## config.mk

```make
export PLATFORM = sky130hd
export DESIGN_NAME = axis_var_delay
export DESIGN_NICKNAME = d
export VERILOG_FILES = /design/src/rtl/delay_pkg.sv /design/src/rtl/axis_out_reg.sv /design/src/rtl/axis_var_delay.sv
export SDC_FILE = /design/constraint.sdc
export NUM_CORES = 1
export LEC_CHECK = 0
export ABC_AREA = 1
export BUFFER_PORTS_ARGS = -buffer_cell sky130_fd_sc_hd__buf_2
export CAP_MARGIN = 5
export CORE_AREA = 2 2 131 133
export CTS_CLUSTER_SIZE = 20
export DETAILED_ROUTE_END_ITERATION = 10
export DIE_AREA = 0 0 133 135
export MAX_ROUTING_LAYER = met4
export PLACE_DENSITY_LB_ADDON = 0.25
export SLEW_MARGIN = 20
export SYNTH_ARGS = -nofsm -noshare
export SYNTH_HDL_FRONTEND = slang
export SYNTH_SLANG_ARGS = --single-unit
```

## constraint.sdc

```tcl
create_clock -name clk -period 4.5 [get_ports clk]
set_input_delay 0.225 -clock clk [delete_from_list [all_inputs] [get_ports clk]]
set_output_delay 0.225 -clock clk [all_outputs]
set_load 0.005 [all_outputs]
```

## src/rtl/delay_pkg.sv

```systemverilog
// Shared definitions for the per-rail variable sample delay of the delay NoC block.
package delay_pkg;

  localparam int DLY_WIDTH        = 16;
  localparam int DLY_MAX_LEN_LOG2 = 16;

  typedef enum logic [1:0] {
    ST_PASS   = 2'd0,
    ST_INSERT = 2'd1,
    ST_DROP   = 2'd2
  } state_t;

endpackage

```

## src/rtl/axis_out_reg.sv

```systemverilog
// Single-entry AXI-Stream output holding register; 1-cycle latency, loads when empty or draining.
// Contents stay stable while the downstream stalls; a load cycle with no request empties it.
module axis_out_reg
  import delay_pkg::*;
#(
  parameter int WIDTH = DLY_WIDTH
) (
  input  logic             clk,
  input  logic             reset_n,
  input  logic             i_ld_vld,
  input  logic [WIDTH-1:0] i_ld_dat,
  input  logic             i_ld_last,
  output logic             o_load_ok,
  output logic [WIDTH-1:0] o_tdata,
  output logic             o_tlast,
  output logic             o_tvalid,
  input  logic             i_tready
);

  logic             r_vld;
  logic [WIDTH-1:0] r_dat;
  logic             r_last;

  assign o_load_ok = !r_vld || i_tready;

  always_ff @(posedge clk or negedge reset_n) begin
    if (!reset_n) begin
      r_vld  <= 1'b0;
      r_dat  <= '0;
      r_last <= 1'b0;
    end else if (o_load_ok) begin
      r_vld <= i_ld_vld;
      if (i_ld_vld) begin
        r_dat  <= i_ld_dat;
        r_last <= i_ld_last;
      end
    end
  end

  assign o_tdata  = r_dat;
  assign o_tlast  = r_last;
  assign o_tvalid = r_vld;

endmodule

```

## src/rtl/axis_var_delay.sv

```systemverilog
// AXI-Stream sample delay: inserts zeros / drops samples until cur_delay reaches len, optional re-framing.
// 1-cycle latency, 1 sample/cycle; DROP keeps draining the input even while the output stalls.
module axis_var_delay
  import delay_pkg::*;
#(
  parameter int WIDTH        = DLY_WIDTH,
  parameter int MAX_LEN_LOG2 = DLY_MAX_LEN_LOG2
) (
  input  logic                    clk,
  input  logic                    reset_n,
  input  logic [WIDTH-1:0]        i_tdata,
  input  logic                    i_tlast,
  input  logic                    i_tvalid,
  output logic                    i_tready,
  output logic [WIDTH-1:0]        o_tdata,
  output logic                    o_tlast,
  output logic                    o_tvalid,
  input  logic                    o_tready,
  input  logic [MAX_LEN_LOG2-1:0] len,
  input  logic [15:0]             max_spp,
  output logic [MAX_LEN_LOG2-1:0] cur_delay,
  output logic                    busy
);

  state_t                  r_state, w_state_nxt;
  logic [MAX_LEN_LOG2-1:0] r_len, r_cur, w_cur_nxt;
  logic [15:0]             r_spp_cnt, w_spp_cnt_nxt, r_spp_lat, w_spp_lat_nxt, w_spp_eff;
  logic                    r_pend_last, w_pend_nxt, r_busy;
  logic                    w_load_ok, w_ld_vld, w_ld_last, w_pass_emit, w_i_tready;
  logic [WIDTH-1:0]        w_ld_dat;

  axis_out_reg #(.WIDTH(WIDTH)) u_out (
    .clk       (clk),
    .reset_n   (reset_n),
    .i_ld_vld  (w_ld_vld),
    .i_ld_dat  (w_ld_dat),
    .i_ld_last (w_ld_last),
    .o_load_ok (w_load_ok),
    .o_tdata   (o_tdata),
    .o_tlast   (o_tlast),
    .o_tvalid  (o_tvalid),
    .i_tready  (o_tready)
  );

  always_ff @(posedge clk or negedge reset_n) begin
    if (!reset_n) begin
      r_state <= ST_PASS;
      r_busy  <= 1'b0;
    end else begin
      r_state <= w_state_nxt;
      r_busy  <= (w_state_nxt != ST_PASS);
    end
  end

  always_comb begin
    w_i_tready    = 1'b0;
    w_ld_vld      = 1'b0;
    w_ld_dat      = '0;
    w_ld_last     = 1'b0;
    w_pass_emit   = 1'b0;
    w_cur_nxt     = r_cur;
    w_pend_nxt    = r_pend_last;
    w_spp_cnt_nxt = r_spp_cnt;
    w_spp_lat_nxt = r_spp_lat;
    w_spp_eff     = (r_spp_cnt == 16'd0) ? max_spp : r_spp_lat;

    case (r_state)
      ST_PASS: begin
        w_i_tready = w_load_ok;
        if (i_tvalid && w_load_ok) begin
          w_ld_vld    = 1'b1;
          w_ld_dat    = i_tdata;
          w_pass_emit = 1'b1;
        end
      end
      ST_INSERT: begin
        // r_len guard keeps cur_delay from ever stepping past the target
        if (w_load_ok && (r_cur < r_len)) begin
          w_ld_vld  = 1'b1;
          w_cur_nxt = r_cur + 1'b1;
        end
      end
      ST_DROP: begin
        w_i_tready = 1'b1;
        if (i_tvalid) begin
          w_cur_nxt = r_cur - 1'b1;
          if (i_tlast) w_pend_nxt = 1'b1;
        end
      end
      default: ;
    endcase

    if (w_pass_emit) w_pend_nxt = 1'b0;

    if (w_ld_vld) begin
      if (w_spp_eff == 16'd0) begin
        w_ld_last     = w_pass_emit && (i_tlast || r_pend_last);
        w_spp_cnt_nxt = 16'd0;
      end else begin
        w_spp_lat_nxt = w_spp_eff;
        w_ld_last     = (r_spp_cnt == w_spp_eff - 16'd1);
        w_spp_cnt_nxt = w_ld_last ? 16'd0 : r_spp_cnt + 16'd1;
      end
    end

    // Compare against the value r_len takes at this edge so the state always matches len_r vs cur_delay
    if (len > w_cur_nxt)      w_state_nxt = ST_INSERT;
    else if (len < w_cur_nxt) w_state_nxt = ST_DROP;
    else                      w_state_nxt = ST_PASS;
  end

  always_ff @(posedge clk or negedge reset_n) begin
    if (!reset_n) begin
      r_len       <= '0;
      r_cur       <= '0;
      r_spp_cnt   <= 16'd0;
      r_spp_lat   <= 16'd0;
      r_pend_last <= 1'b0;
    end else begin
      r_len       <= len;
      r_cur       <= w_cur_nxt;
      r_spp_cnt   <= w_spp_cnt_nxt;
      r_spp_lat   <= w_spp_lat_nxt;
      r_pend_last <= w_pend_nxt;
    end
  end

  assign i_tready  = w_i_tready;
  assign cur_delay = r_cur;
  assign busy      = r_busy;

endmodule

```

---- Word-level counts from Yosys, hierarchy flattened ----
Cells that the tools add are included.
storage, ports and cells
  output and inout bits ................... 36
  input port bits ......................... 53
  flip-flop bits (word level) ............. 86
  logic and storage cells ................. 57
operators by class
  order comparisons ....................... 3
  reductions and logical operators ........ 16
  bitwise logic cells ..................... 1
  equal/unequal tests ..................... 3
  $add $sub $neg .......................... 4
  muxes and demuxes ....................... 20
operator list
  cell                                                count
  2-to-1 mux 16 bit                                   7
  adder 16 x 1 -> 16 bit, second input constant       2
  zero test 16 bit                                    2
  less-than comparator 16 bit                         2
  one-hot mux 16 bit (2 select lines)                 1
  subtractor 16 x 1 -> 16 bit, second input constant  2
  == test 16 bit                                      1
  > comparator 16 bit                                 1
  2-to-1 mux 1 bit                                    8
  nonzero test 2 bit                                  4
  2-to-1 mux 2 bit                                    2
  one-hot mux 1 bit (2 select lines)                  2
  AND reduction 2 bit                                 2
  logical AND 1 bit                                   3
  AND reduction 3 bit                                 1
  == test 2 x 1 -> 1 bit, second input constant       1
  == test 2 bit, second input constant                1
  zero test 2 bit                                     1
  logical OR 1 bit                                    2
  zero test 1 bit                                     1
  inverter 1 bit                                      1

---- Longest topological paths before layout ----
Gate-level depths: netlist (run 1).
  depth in word-level cells ............... 9
  depth in mapped cells ................... 27
  mapped depth without buffers ............ 25

---- Modules after synthesis ----
From an unflattened synthesis (run 1), not the netlist that was laid out.
second synthesis, totals
  cells, all modules ...................... 1009
  area, all modules ....................... 6750.2 um^2
modules (own cells, without submodules)
  module          area an instance (um^2)  sequential area each (um^2)  times used  cells each
  axis_var_delay  5948.2                   1701.6                       1           931
  axis_out_reg    802.0                    450.4                        1           78

---- Worst setup path after synthesis (run 1) ----
No wires, ideal clock.
  kind .................................... register -> register
  start ................................... register r_cur[3] (netlist: cur_delay[3])
  end ..................................... register r_busy (netlist: busy)
  stages on the path, launching flop included .. 21
  slack ................................... 1.139 ns
  arrival time ............................ 3.230 ns
  library setup time ...................... 0.130 ns
  period minus slack after synthesis ...... 3.361 ns
  required time ........................... 4.370 ns
  path buffers ............................ 1
  cell sequence ........................... dfrtp_1 ha_1 nand2_1 o21ai_0 nand4_1 o211ai_1 nand3_1 nand3_1 clkinv_1 clkbuf_1 nand2_1 o211ai_1 nand2_1 o21ai_0 ha_1 nand2_1 inv_1 nand3_1 or4_1 nor4_1 nand2_1
on the way
  longest elaborated chain between the ends .. 8
  elaborated cells between the ends (all ways) .. 12
  classes of those cells .................. add/sub (2); order compare (3); mux (5); reduce/logical (2)
ends and longest elaborated chain
  what                                     RTL line               text
  from (decl)                              axis_var_delay.sv:26   logic [MAX_LEN_LOG2-1:0] r_len, r_cur, w_cur_nxt;
  from (signal assigned)                   axis_var_delay.sv:121  r_cur <= w_cur_nxt;
  less-than comparator 16 bit              axis_var_delay.sv:78   if (w_load_ok && (r_cur < r_len)) begin
  logical AND 1 bit                        axis_var_delay.sv:78
  2-to-1 mux 16 bit                        axis_var_delay.sv:78
  one-hot mux 16 bit (2 select lines) (*)  axis_var_delay.sv:67   case (r_state)
  less-than comparator 16 bit              axis_var_delay.sv:108  else if (len < w_cur_nxt) w_state_nxt = ST_DROP;
  2-to-1 mux 2 bit                         axis_var_delay.sv:108
  2-to-1 mux 2 bit (*)                     axis_var_delay.sv:107  if (len > w_cur_nxt) w_state_nxt = ST_INSERT;
  nonzero test 2 bit (*)                   axis_var_delay.sv:51   r_busy <= (w_state_nxt != ST_PASS);
  to (signal assigned)                     axis_var_delay.sv:51
  to (decl)                                axis_var_delay.sv:28   logic r_pend_last, w_pend_nxt, r_busy;
Mark *: on every way between the ends. The rest lies on a longest branch, timed or not.
A chain may end at the register's enable or synchronous reset.

---- Final worst setup path (run 1) ----
  start ................................... register r_cur[0] (netlist: cur_delay[0])
  end ..................................... register r_busy (netlist: busy)
on the way
  longest elaborated chain between the ends .. 8
  elaborated cells between the ends (all ways) .. 12
  classes of those cells .................. add/sub (2); order compare (3); mux (5); reduce/logical (2)
ends and longest elaborated chain
  what                                     RTL line
  less-than comparator 16 bit              axis_var_delay.sv:78
  logical AND 1 bit                        axis_var_delay.sv:78
  2-to-1 mux 16 bit                        axis_var_delay.sv:78
  one-hot mux 16 bit (2 select lines) (*)  axis_var_delay.sv:67
  named net w_cur_nxt[14]                  axis_var_delay.sv:26
  less-than comparator 16 bit              axis_var_delay.sv:108
  2-to-1 mux 2 bit                         axis_var_delay.sv:108
  2-to-1 mux 2 bit (*)                     axis_var_delay.sv:107
  nonzero test 2 bit (*)                   axis_var_delay.sv:51
Mark *: on every way through the listed nets, which the timed path passes. The rest lies on a longest branch.

==> flow_summary.json, run 1 <==
{
  "post_route_cells_drive_above_1_share": 0.164,
  "area_taken_by_multi_input_logic_gates_um2": 3740,
  "cp_num_cells": 24,
  "largest_net_degree_at_the_start_of_global_routing": 53,
  "yosys_warnings": 0,
  "hold-path-cell-count": 1,
  "clk_buf_depth": 2,
  "detailed_placer_s_ending_hpwl_um": 13600,
  "setup_viol": 0,
  "placeableCoreArea_um2": 16400,
  "drv.max_cap_violation_count": 0,
  "chipHeight_um": 135,
  "grt_antenna_before_repair": 0,
  "critical_path.max_stage_delay_ns": 0.52,
  "layout.area.seq_um2": 2150,
  "yosysSeqAreaShare": 0.323,
  "synth-seq-cells": 86,
  "reg2regPathDepth": 24,
  "cts.sink_count": 86,
  "power_density_nw_per_um2": 785,
  "cts_inserted_buffers": 9,
  "gp_congestion": 0.939,
  "htreeDepth": 3,
  "hold_class": "input port to flop",
  "number_of_design_rule_violations_left_after_detail_routing": 0,
  "worst_path_slowest_cell": "or4_1",
  "detailroute.via_count": 6251,
  "hold_violations": 0,
  "area_growth_pct": 15.3,
  "drt-total-wl_um": 17800,
  "worst_pin_slew_ns": 1.00,
  "timing.clock.skew_ns": 0.00790,
  "layout.cells.most_common_list": "nand2_1, inv_1, buf_2",
  "timing.critical_path.fanout_max": 6,
  "tritoncts": "done",
  "post_synth_inst_count": 964,
  "place_inst": 1248,
  "wire_per_inst_um": 13.9,
  "ys_types": 40,
  "p_leak_nw": 4.15,
  "wire_length_of_the_first_global_routing_pass_um": 29900,
  "globalRouteTotalUtil": 0.215,
  "peakVddDrop_mv": 0.351,
  "reg_to_reg_setup_timing_slack_ns": 0.43,
  "num-fill-cells": 1672,
  "worst_setup_path_end_kind": "flop",
  "power.total_mw": 6.04,
  "cts.reportedPaths.clkPinSlew_ns": 0.07,
  "route.detailed.vias_per_inst": 4.90,
  "antenna_cells_inserted": 0,
  "crit_buf_inv": 8,
  "final-instance-count-excl-fill": 1277,
  "cts-root-buf": "clkbuf_16",
  "die_area_um2": 18000,
  "most_common_cell_after_layout_fill_and_taps_aside": "nand2_1",
  "clkLatencyLatePin_ns": 0.35,
  "synth_area_per_cell_um2": 6.92,
  "rsz0062_at_grt": "no",
  "worst_ep_arrival_time_ns": 4.31,
  "type_of_element_launching_the_critical_path": "flop",
  "chipWidth_um": 133,
  "floorplan.initialDensity": 0.407,
  "crit_path_leading_delay_family": "simple AND/OR/NAND/NOR gates",
  "timing.max_slew.rel_slack": 0.329,
  "syn_area_um2": 6670,
  "slew_viol_final": 0,
  "path_class": "flop to flop",
  "first_global_vias": 6088,
  "setup_total_negative_slack_ns": 0,
  "num_rows": 47,
  "period_needed_ns": 4.07,
  "post_cts_buffers": 0,
  "drt_first_pass_iters": 6,
  "synth_fp_nets": 1057,
  "global_route.overflow_total": 0,
  "io_buffers": 88,
  "setup_slack_ns": 0.427,
  "critical-path-top-cell-by-count": "inv_1",
  "drt_iter0_drc": 468,
  "final_period_utilization": 0.905,
  "fmax_mhz": 246,
  "nNetsFinal": 1145,
  "route.antenna.remaining_nets": 0,
  "crit_path_cell_trace": "inv_1 -> ha_1 -> nand2_1 -> nor3_1 -> inv_1 -> nor2_1 -> inv_1 -> nor2_1 -> inv_1 -> nor2_2 -> inv_1 -> o21ai_0 -> nand3_1 -> nand2_1 -> inv_1 -> a22oi_1 -> inv_1 -> ha_1 -> nand2_1 -> inv_1 -> nand2_1 -> or4_1 -> nor4_2 -> nand2_1",
  "outcome": "complete, no violations",
  "place_ws_ns": 0.367,
  "cp.required_ns": 4.74,
  "ioPinCount": 89
}
kinds of logic (layout without fill, tap and decap cells):
group                    Yosys count  after routing  share of synthesized area
AO/OA/AOI/OAI                    114            114                      0.101
flip-flops                        86             86                      0.323
adder cells (fa/ha/maj)           40             40                     0.0750
AND/OR/NAND/NOR                  510            510                      0.350
buffers and inverters            190            283                      0.118
XOR/XNOR                          24             24                     0.0336
synthesized netlist by cell type (all sizes together):
library cell / count / area (µm²)
o31ai: 2 / 15.0
o211ai: 8 / 60.1
buf: 17 / 135
nand4: 9 / 56.3
nand2: 290 / 1180
xor2: 22 / 193
clkinv: 4 / 15.0
a211oi: 1 / 7.51
ha: 40 / 500
nor4: 3 / 18.8
o211a: 1 / 10.0
a31oi: 2 / 12.5
nor2: 100 / 489
dfrtp: 86 / 2150
o21bai: 1 / 7.51
or4: 1 / 7.51
inv: 155 / 582
nor4b: 1 / 8.76
a22oi: 2 / 15.0
nand3b: 7 / 56.3
clkbuf: 14 / 52.6
xnor2: 1 / 8.76
nand3: 87 / 455
a21oi: 28 / 140
xnor3: 1 / 22.5
o221ai: 1 / 8.76
o21ai: 52 / 260
nor3: 12 / 60.1
a22o: 16 / 140
routing by layer:
metal	track usage	part of all wire	vias up
met5	-	0	-
met4	0.0693	0.017	0
met3	0.0248	0.042	25
met2	0.378	0.50	130
met1	0.257	0.44	2867
li1	-	-	3229
through the flow:
step,util,hold WS [ns],instance area [µm²]
2_1_floorplan,-,-0.0706,6670
3_3_place_gp,0.442,0.206,7250
3_5_place_dp,0.442,0.206,7250
4_1_cts,0.468,0.00172,7680
5_1_grt,0.469,0.00624,7690
6_report,0.469,0.0107,7690
repair_timing:
action                                  in CTS  in global routing
hold endpoints to repair                    46                  0
endpoints found under the setup margin       0                  2
hold buffers                                13                  0
resized for setup                            0                  2
sequential cells by signal, indices dropped and copies added, names as in the netlist:
| register | flops |
|---|---|
| u_out.o_tvalid | 1 |
| r_spp_cnt | 16 |
| busy | 1 |
| cur_delay | 16 |
| r_spp_lat | 16 |
| u_out.o_tdata | 16 |
| r_pend_last | 1 |
| r_len | 16 |
| u_out.o_tlast | 1 |
| r_state | 2 |
area by class of cell:
class,count,area share
clock buffers,10,0.0298
inverters,159,0.0776
multi-input cells,688,0.487
well taps,220,0.0358
repair buffers,108,0.0813
clock inverters,6,0.00911
flip-flops and latches,86,0.280
path summary, 6_finish.rpt:
check	startpoint	to
max	cur_delay[0]	busy
min	len[4]	r_len[4]
max reg2reg	cur_delay[0]	busy
min reg2reg	r_spp_lat[13]	r_spp_lat[13]
max in group asynchronous	reset_n	cur_delay[5]
min in group asynchronous	reset_n	r_spp_lat[8]
where the power goes:
part	switching (mW)	internal, mW
sequential	0.259	1.05
combinational	2.59	1.36
clock	0.348	0.436
total	3.20	2.84
(Power assumes the default switching activity.)
==> run 2: changes to the inputs <==
--- a/config.mk
+++ b/config.mk
@@ -12,8 +12,9 @@
 export CTS_CLUSTER_SIZE = 20
 export DETAILED_ROUTE_END_ITERATION = 10
 export DIE_AREA = 0 0 133 135
+export HOLD_SLACK_MARGIN = 0.03
 export MAX_ROUTING_LAYER = met4
-export PLACE_DENSITY_LB_ADDON = 0.25
+export PLACE_DENSITY_LB_ADDON = 0.08
 export SLEW_MARGIN = 20
 export SYNTH_ARGS = -nofsm -noshare
 export SYNTH_HDL_FRONTEND = slang
==> run 2 against run 1 <==
  * Clock skew is 0.00074 ns higher
  * Sequential cell count did not move
  * Hold slack improved by 0.085 ns
  * Register-to-register slack barely moved
  * Utilization increased by 0.55 points
  * Final area rose by 1.2%
  * Critical path depth is the same
  * First-iteration DRC count down 40%
  * Largest power group unchanged
  * Highest routed layer unchanged
==> flow_summary.json, run 2 (synthesis gave the netlist of run 1 again) <==
{
  "layout.area.seq_um2": 2150,
  "layout.cells.most_common_list": "nand2_1, inv_1, buf_2",
  "pwr-share-clk": 0.126,
  "clk_buf_depth": 2,
  "critical-path-top-cell-by-count": "inv_1",
  "timing.rr.start": "cur_delay[0]",
  "globalRouteTotalUtil": 0.228,
  "number_of_design_rule_violations_left_after_detail_routing": 0,
  "cts.reportedPaths.clkPinSlew_ns": 0.07,
  "most_common_cell_after_layout_fill_and_taps_aside": "nand2_1",
  "num-fill-cells": 1718,
  "htreeDepth": 3,
  "cts-root-buf": "clkbuf_16",
  "power_density_nw_per_um2": 789,
  "cts_inserted_buffers": 9,
  "floorplan.initialDensity": 0.407,
  "hold-path-cell-count": 2,
  "route.antenna.remaining_nets": 0,
  "final-instance-count-excl-fill": 1287,
  "grt.met2_usage": 0.404,
  "area_growth_pct": 16.7,
  "antenna_cells_inserted": 0,
  "place_ws_ns": 0.377,
  "gp_congestion": 0.914,
  "outcome": "complete, no violations",
  "post_route_cells_drive_above_1_share": 0.168,
  "critical_path.max_stage_delay_ns": 0.53,
  "reg2regPathDepth": 24,
  "p_seq_frac": 0.211,
  "timing.critical_path.fanout_max": 6,
  "worst_setup_path_end_kind": "flop",
  "drt-total-wl_um": 18700,
  "worst_pin_slew_ns": 0.769,
  "period_needed_ns": 4.08,
  "setup_viol": 0,
  "chipHeight_um": 135,
  "hold_violations": 0,
  "hold_ws_ns": 0.0962,
  "internal-power_mw": 2.88,
  "detailed_placer_s_ending_hpwl_um": 14100,
  "placeableCoreArea_um2": 16400,
  "crit_path_cell_trace": "inv_1 -> ha_1 -> nand2_1 -> nor3_1 -> inv_1 -> nor2_1 -> inv_1 -> nor2_1 -> inv_1 -> nor2_1 -> inv_1 -> o21ai_0 -> nand3_1 -> nand2_1 -> inv_1 -> a22oi_1 -> inv_1 -> ha_1 -> nand2_1 -> inv_1 -> nand2_1 -> or4_1 -> nor4_2 -> nand2_1",
  "wire_per_inst_um": 14.5,
  "num_rows": 47,
  "switchingPower_mw": 3.26,
  "p_leak_nw": 4.20,
  "crit_buf_inv": 8,
  "detailroute.via_count": 6243,
  "final_period_utilization": 0.907,
  "post_cts_buffers": 0,
  "drt_iter0_drc": 280,
  "grt-busiest-layer": "met2",
  "holdPathEnd": "u_out.o_tdata[1]",
  "reg_to_reg_setup_timing_slack_ns": 0.42,
  "clkLatencyLatePin_ns": 0.35,
  "power.total_mw": 6.14,
  "place_inst": 1254,
  "hold_class": "input port to flop",
  "path_class": "flop to flop",
  "setup_slack_ns": 0.420,
  "slew_viol_final": 0,
  "wire_length_of_the_first_global_routing_pass_um": 31300,
  "global_route.overflow_total": 0,
  "worst_ep_arrival_time_ns": 4.31,
  "crit_path_leading_delay_family": "simple AND/OR/NAND/NOR gates",
  "timing.clock.skew_ns": 0.00865,
  "timing.max_slew.rel_slack": 0.487,
  "route.detailed.vias_per_inst": 4.85,
  "grt_antenna_before_repair": 0,
  "die_area_um2": 18000,
  "hold_start": "i_tdata[1]",
  "setup_total_negative_slack_ns": 0,
  "placement.cell_area_um2": 7300,
  "io_buffers": 88,
  "first_global_vias": 6247,
  "nNetsFinal": 1155,
  "worst_path_slowest_cell": "or4_1",
  "peakVddDrop_mv": 0.425,
  "chipWidth_um": 133,
  "ioPinCount": 89,
  "groute.layer.met1.usage": 0.267,
  "cp.required_ns": 4.73,
  "part_of_the_power_in_combinational_logic": 0.662,
  "swShare": 0.531,
  "fmax_mhz": 245,
  "grt_use_met3": 0.0353,
  "utilization_after_layout": 0.474,
  "cts.sink_count": 86,
  "type_of_element_launching_the_critical_path": "flop",
  "rsz0062_at_grt": "no",
  "area_taken_by_multi_input_logic_gates_um2": 3750,
  "drt_first_pass_iters": 5,
  "rr_endpoint": "busy",
  "tritoncts": "done",
  "largest_net_degree_at_the_start_of_global_routing": 56,
  "drv.max_cap_violation_count": 0,
  "finish.instance_area_um2": 7780
}
==> run 2: worst register-to-register path, delay by kind of cell, from the launching register on <==
family          cells  cell delay [ns]
simple gates       12             1.91
compound gates      2             0.36
fa+ha+maj           2             0.44
buf+inv             8             0.78
flops               1             0.45
==> run 2: repair_timing <==
item,4_1_cts,5_1_grt
endpoints found under the hold margin,47,0
hold buffers,17,0
endpoints found under the setup margin,0,2
gates resized for setup,0,2
==> run 2: area by class of cell <==
class,instances,share of cell area
inverter,159,0.0767
tap,220,0.0354
timing repair buffer,118,0.0913
multi-input combinational,688,0.481
clock buffer,11,0.0312
clock inverter,5,0.00756
sequential,86,0.277
==> run 2: metal layers <==
metal / share of wire / vias up
met2: 0.51 / 129
met4: 0.020 / 0
met3: 0.033 / 22
met1: 0.44 / 2844
li1: - / 3248
met5: 0 / -
==> run 2: worst max path at each step <==
stage	from	endpoint	slack [ns]	cells after the start
finish	cur_delay[0]	busy	0.42	24
global route	cur_delay[0]	busy	0.05	24
CTS	cur_delay[0]	busy	0.36	24
detailed placement	cur_delay[0]	busy	0.38	24
global placement	cur_delay[0]	busy	0.38	24
floorplan	cur_delay[3]	busy	1.14	20
==> run 2: power groups by stage <==
stage | clock network, mW | registers [mW] | logic [mW]
CTS | 0.807 | 1.30 | 4.09
finish | 0.776 | 1.30 | 4.07
floorplan | 0 | 1.27 | 2.97
detailed placement | 0 | 1.30 | 4.06
global placement | 0 | 1.30 | 4.05
global route | 0.834 | 1.34 | 4.70
==> run 3: changes to the inputs <==
--- a/config.mk
+++ b/config.mk
@@ -15,6 +15,7 @@
 export HOLD_SLACK_MARGIN = 0.03
 export MAX_ROUTING_LAYER = met4
 export PLACE_DENSITY_LB_ADDON = 0.08
+export RECOVER_POWER = 100
 export SLEW_MARGIN = 20
 export SYNTH_ARGS = -nofsm -noshare
 export SYNTH_HDL_FRONTEND = slang
==> run 3 against run 2 <==
  * The run now ends with capacitance limit, slew limit left
  * Global-route usage unchanged
  * Combinational power decreased by 1%
  * Sequential share of layout area up 0.28 points
  * Highest routed layer unchanged
  * Largest cell class unchanged
  * Critical path depth unchanged
  * Via count down 0.14%
  * Count of clock-buffer cells in the layout is the same
  * Utilization fell by 0.48 points
  * Final area decreased by 1.0%
  * Setup slack better by 0.0085 ns
  * Register-to-register slack barely moved
==> flow_summary.json, run 3 (synthesis gave the netlist of run 1 again) <==
{
  "outcome": "finished, violations left",
  "violated_checks": "capacitance limit, slew limit",
  "power_density_nw_per_um2": 790,
  "drt-total-wl_um": 18700,
  "place_inst": 1254,
  "cts.reportedPaths.clkPinSlew_ns": 0.07,
  "grt_use_met3": 0.0353,
  "io_buffers": 88,
  "timing.critical_path.fanout_max": 6,
  "p_leak_nw": 4.06,
  "layout.area.seq_um2": 2150,
  "peakVddDrop_mv": 0.422,
  "groute.layer.met1.usage": 0.267,
  "hold_class": "input port to flop",
  "hold_violations": 0,
  "drt_iter0_drc": 294,
  "period_needed_ns": 4.07,
  "clk_buf_depth": 2,
  "chipWidth_um": 133,
  "num_rows": 47,
  "timing.clock.skew_ns": 0.00850,
  "clkLatencyLatePin_ns": 0.35,
  "detailed_placer_s_ending_hpwl_um": 14100,
  "num-fill-cells": 1737,
  "chipHeight_um": 135,
  "cts_inserted_buffers": 9,
  "grt.met2_usage": 0.404,
  "drt_first_pass_iters": 5,
  "area_taken_by_multi_input_logic_gates_um2": 3740,
  "timing.max_slew.rel_slack": -0.203,
  "tritoncts": "done",
  "wire_per_inst_um": 14.5,
  "fmax_mhz": 246,
  "largest_net_degree_at_the_start_of_global_routing": 56,
  "nNetsFinal": 1155,
  "globalRouteTotalUtil": 0.228,
  "power.total_mw": 6.08,
  "grt_antenna_before_repair": 0,
  "drv.max_cap_violation_count": 1,
  "htreeDepth": 3,
  "final_period_utilization": 0.905,
  "post_cts_buffers": 0,
  "placeableCoreArea_um2": 16400,
  "type_of_element_launching_the_critical_path": "flop",
  "die_area_um2": 18000,
  "area_growth_pct": 15.5,
  "path_class": "flop to flop",
  "layout.cells.most_common_list": "nand2_1, inv_1, dfrtp_1",
  "first_global_vias": 6247,
  "worst_pin_slew_ns": 1.80,
  "gp_congestion": 0.914,
  "post_route_cells_drive_above_1_share": 0.127,
  "ioPinCount": 89,
  "route.detailed.vias_per_inst": 4.84,
  "worst_setup_path_end_kind": "flop",
  "rsz0062_at_grt": "no",
  "setup_viol": 0,
  "antenna_cells_inserted": 0,
  "global_route.overflow_total": 0,
  "setup_total_negative_slack_ns": 0,
  "slew_viol_final": 33,
  "grt-busiest-layer": "met2",
  "wire_length_of_the_first_global_routing_pass_um": 31300,
  "cts-root-buf": "clkbuf_16",
  "final-instance-count-excl-fill": 1287,
  "worst_ep_arrival_time_ns": 4.30,
  "floorplan.initialDensity": 0.407,
  "cp.required_ns": 4.73,
  "route.antenna.remaining_nets": 0,
  "most_common_cell_after_layout_fill_and_taps_aside": "nand2_1",
  "detailroute.via_count": 6234,
  "number_of_design_rule_violations_left_after_detail_routing": 0,
  "cts.sink_count": 86
}
run 3: metal layers:
| layer | up-vias | wire length, µm |
|---|---|---|
| li1 | 3245 | - |
| met1 | 2839 | 8250 |
| met2 | 128 | 9460 |
| met3 | 22 | 565 |
| met4 | 0 | 378 |
| met5 | - | 0 |
run 3: layout make-up:
type	count	area share
multi-input cells	688	0.486
inverters	159	0.0775
flip-flops and latches	86	0.279
well taps	220	0.0357
clock inverters	5	0.00763
clock buffers	11	0.0315
repair buffers	118	0.0823
run 3: worst paths after layout:
kind                               endpoint  slack (ns)     startpoint  depth (start not counted)
max                                    busy        0.43   cur_delay[0]                         24
min in group asynchronous     r_spp_lat[10]        0.89        reset_n                          2
max reg2reg                            busy        0.43   cur_delay[0]                         24
max in group asynchronous  u_out.o_tdata[9]        1.39        reset_n                          3
min                        u_out.o_tdata[1]         0.1     i_tdata[1]                          2
min reg2reg                   r_spp_lat[12]        0.48  r_spp_lat[12]                          2
run 3: critical path, cell delays in order, from the launching register on:
cell and delay (ns):
dfrtp_1 0.46, inv_1 0.18, ha_1 0.17, nand2_1 0.08, nor3_1 0.22, inv_1 0.10
nor2_1 0.10, inv_1 0.06, nor2_1 0.17, inv_1 0.11, nor2_1 0.24, inv_1 0.14
o21ai_0 0.16, nand3_1 0.08, nand2_1 0.06, inv_1 0.04, a22oi_1 0.20, inv_1 0.07
ha_1 0.27, nand2_1 0.08, inv_1 0.08, nand2_1 0.06, or4_1 0.53, nor4_2 0.21
nand2_1 0.08
run 3: what timing repair did:
item,4_1_cts,5_1_grt
resized for setup,0,2
hold endpoints to repair,47,0
endpoints found under the setup margin,0,2
hold buffers,17,0
run 3: stage by stage:
| step | hold slack, ns | instance area [µm²] | worst slack [ns] | util |
|---|---|---|---|---|
| 5_1_grt | 0.0840 | 7700 | 0.0514 | 0.470 |
| 3_5_place_dp | 0.194 | 7300 | 0.377 | 0.445 |
| 3_3_place_gp | 0.191 | 7300 | 0.375 | 0.445 |
| 6_report | 0.0964 | 7700 | 0.429 | 0.470 |
| 4_1_cts | 0.0781 | 7770 | 0.361 | 0.474 |
| 2_1_floorplan | -0.0706 | 6670 | 1.14 | - |
run 3: power by group:
group | internal [mW] | switching, mW | total, mW
Combinational | 1.33 | 2.68 | 4.01
Sequential | 1.05 | 0.247 | 1.30
Clock | 0.446 | 0.330 | 0.776
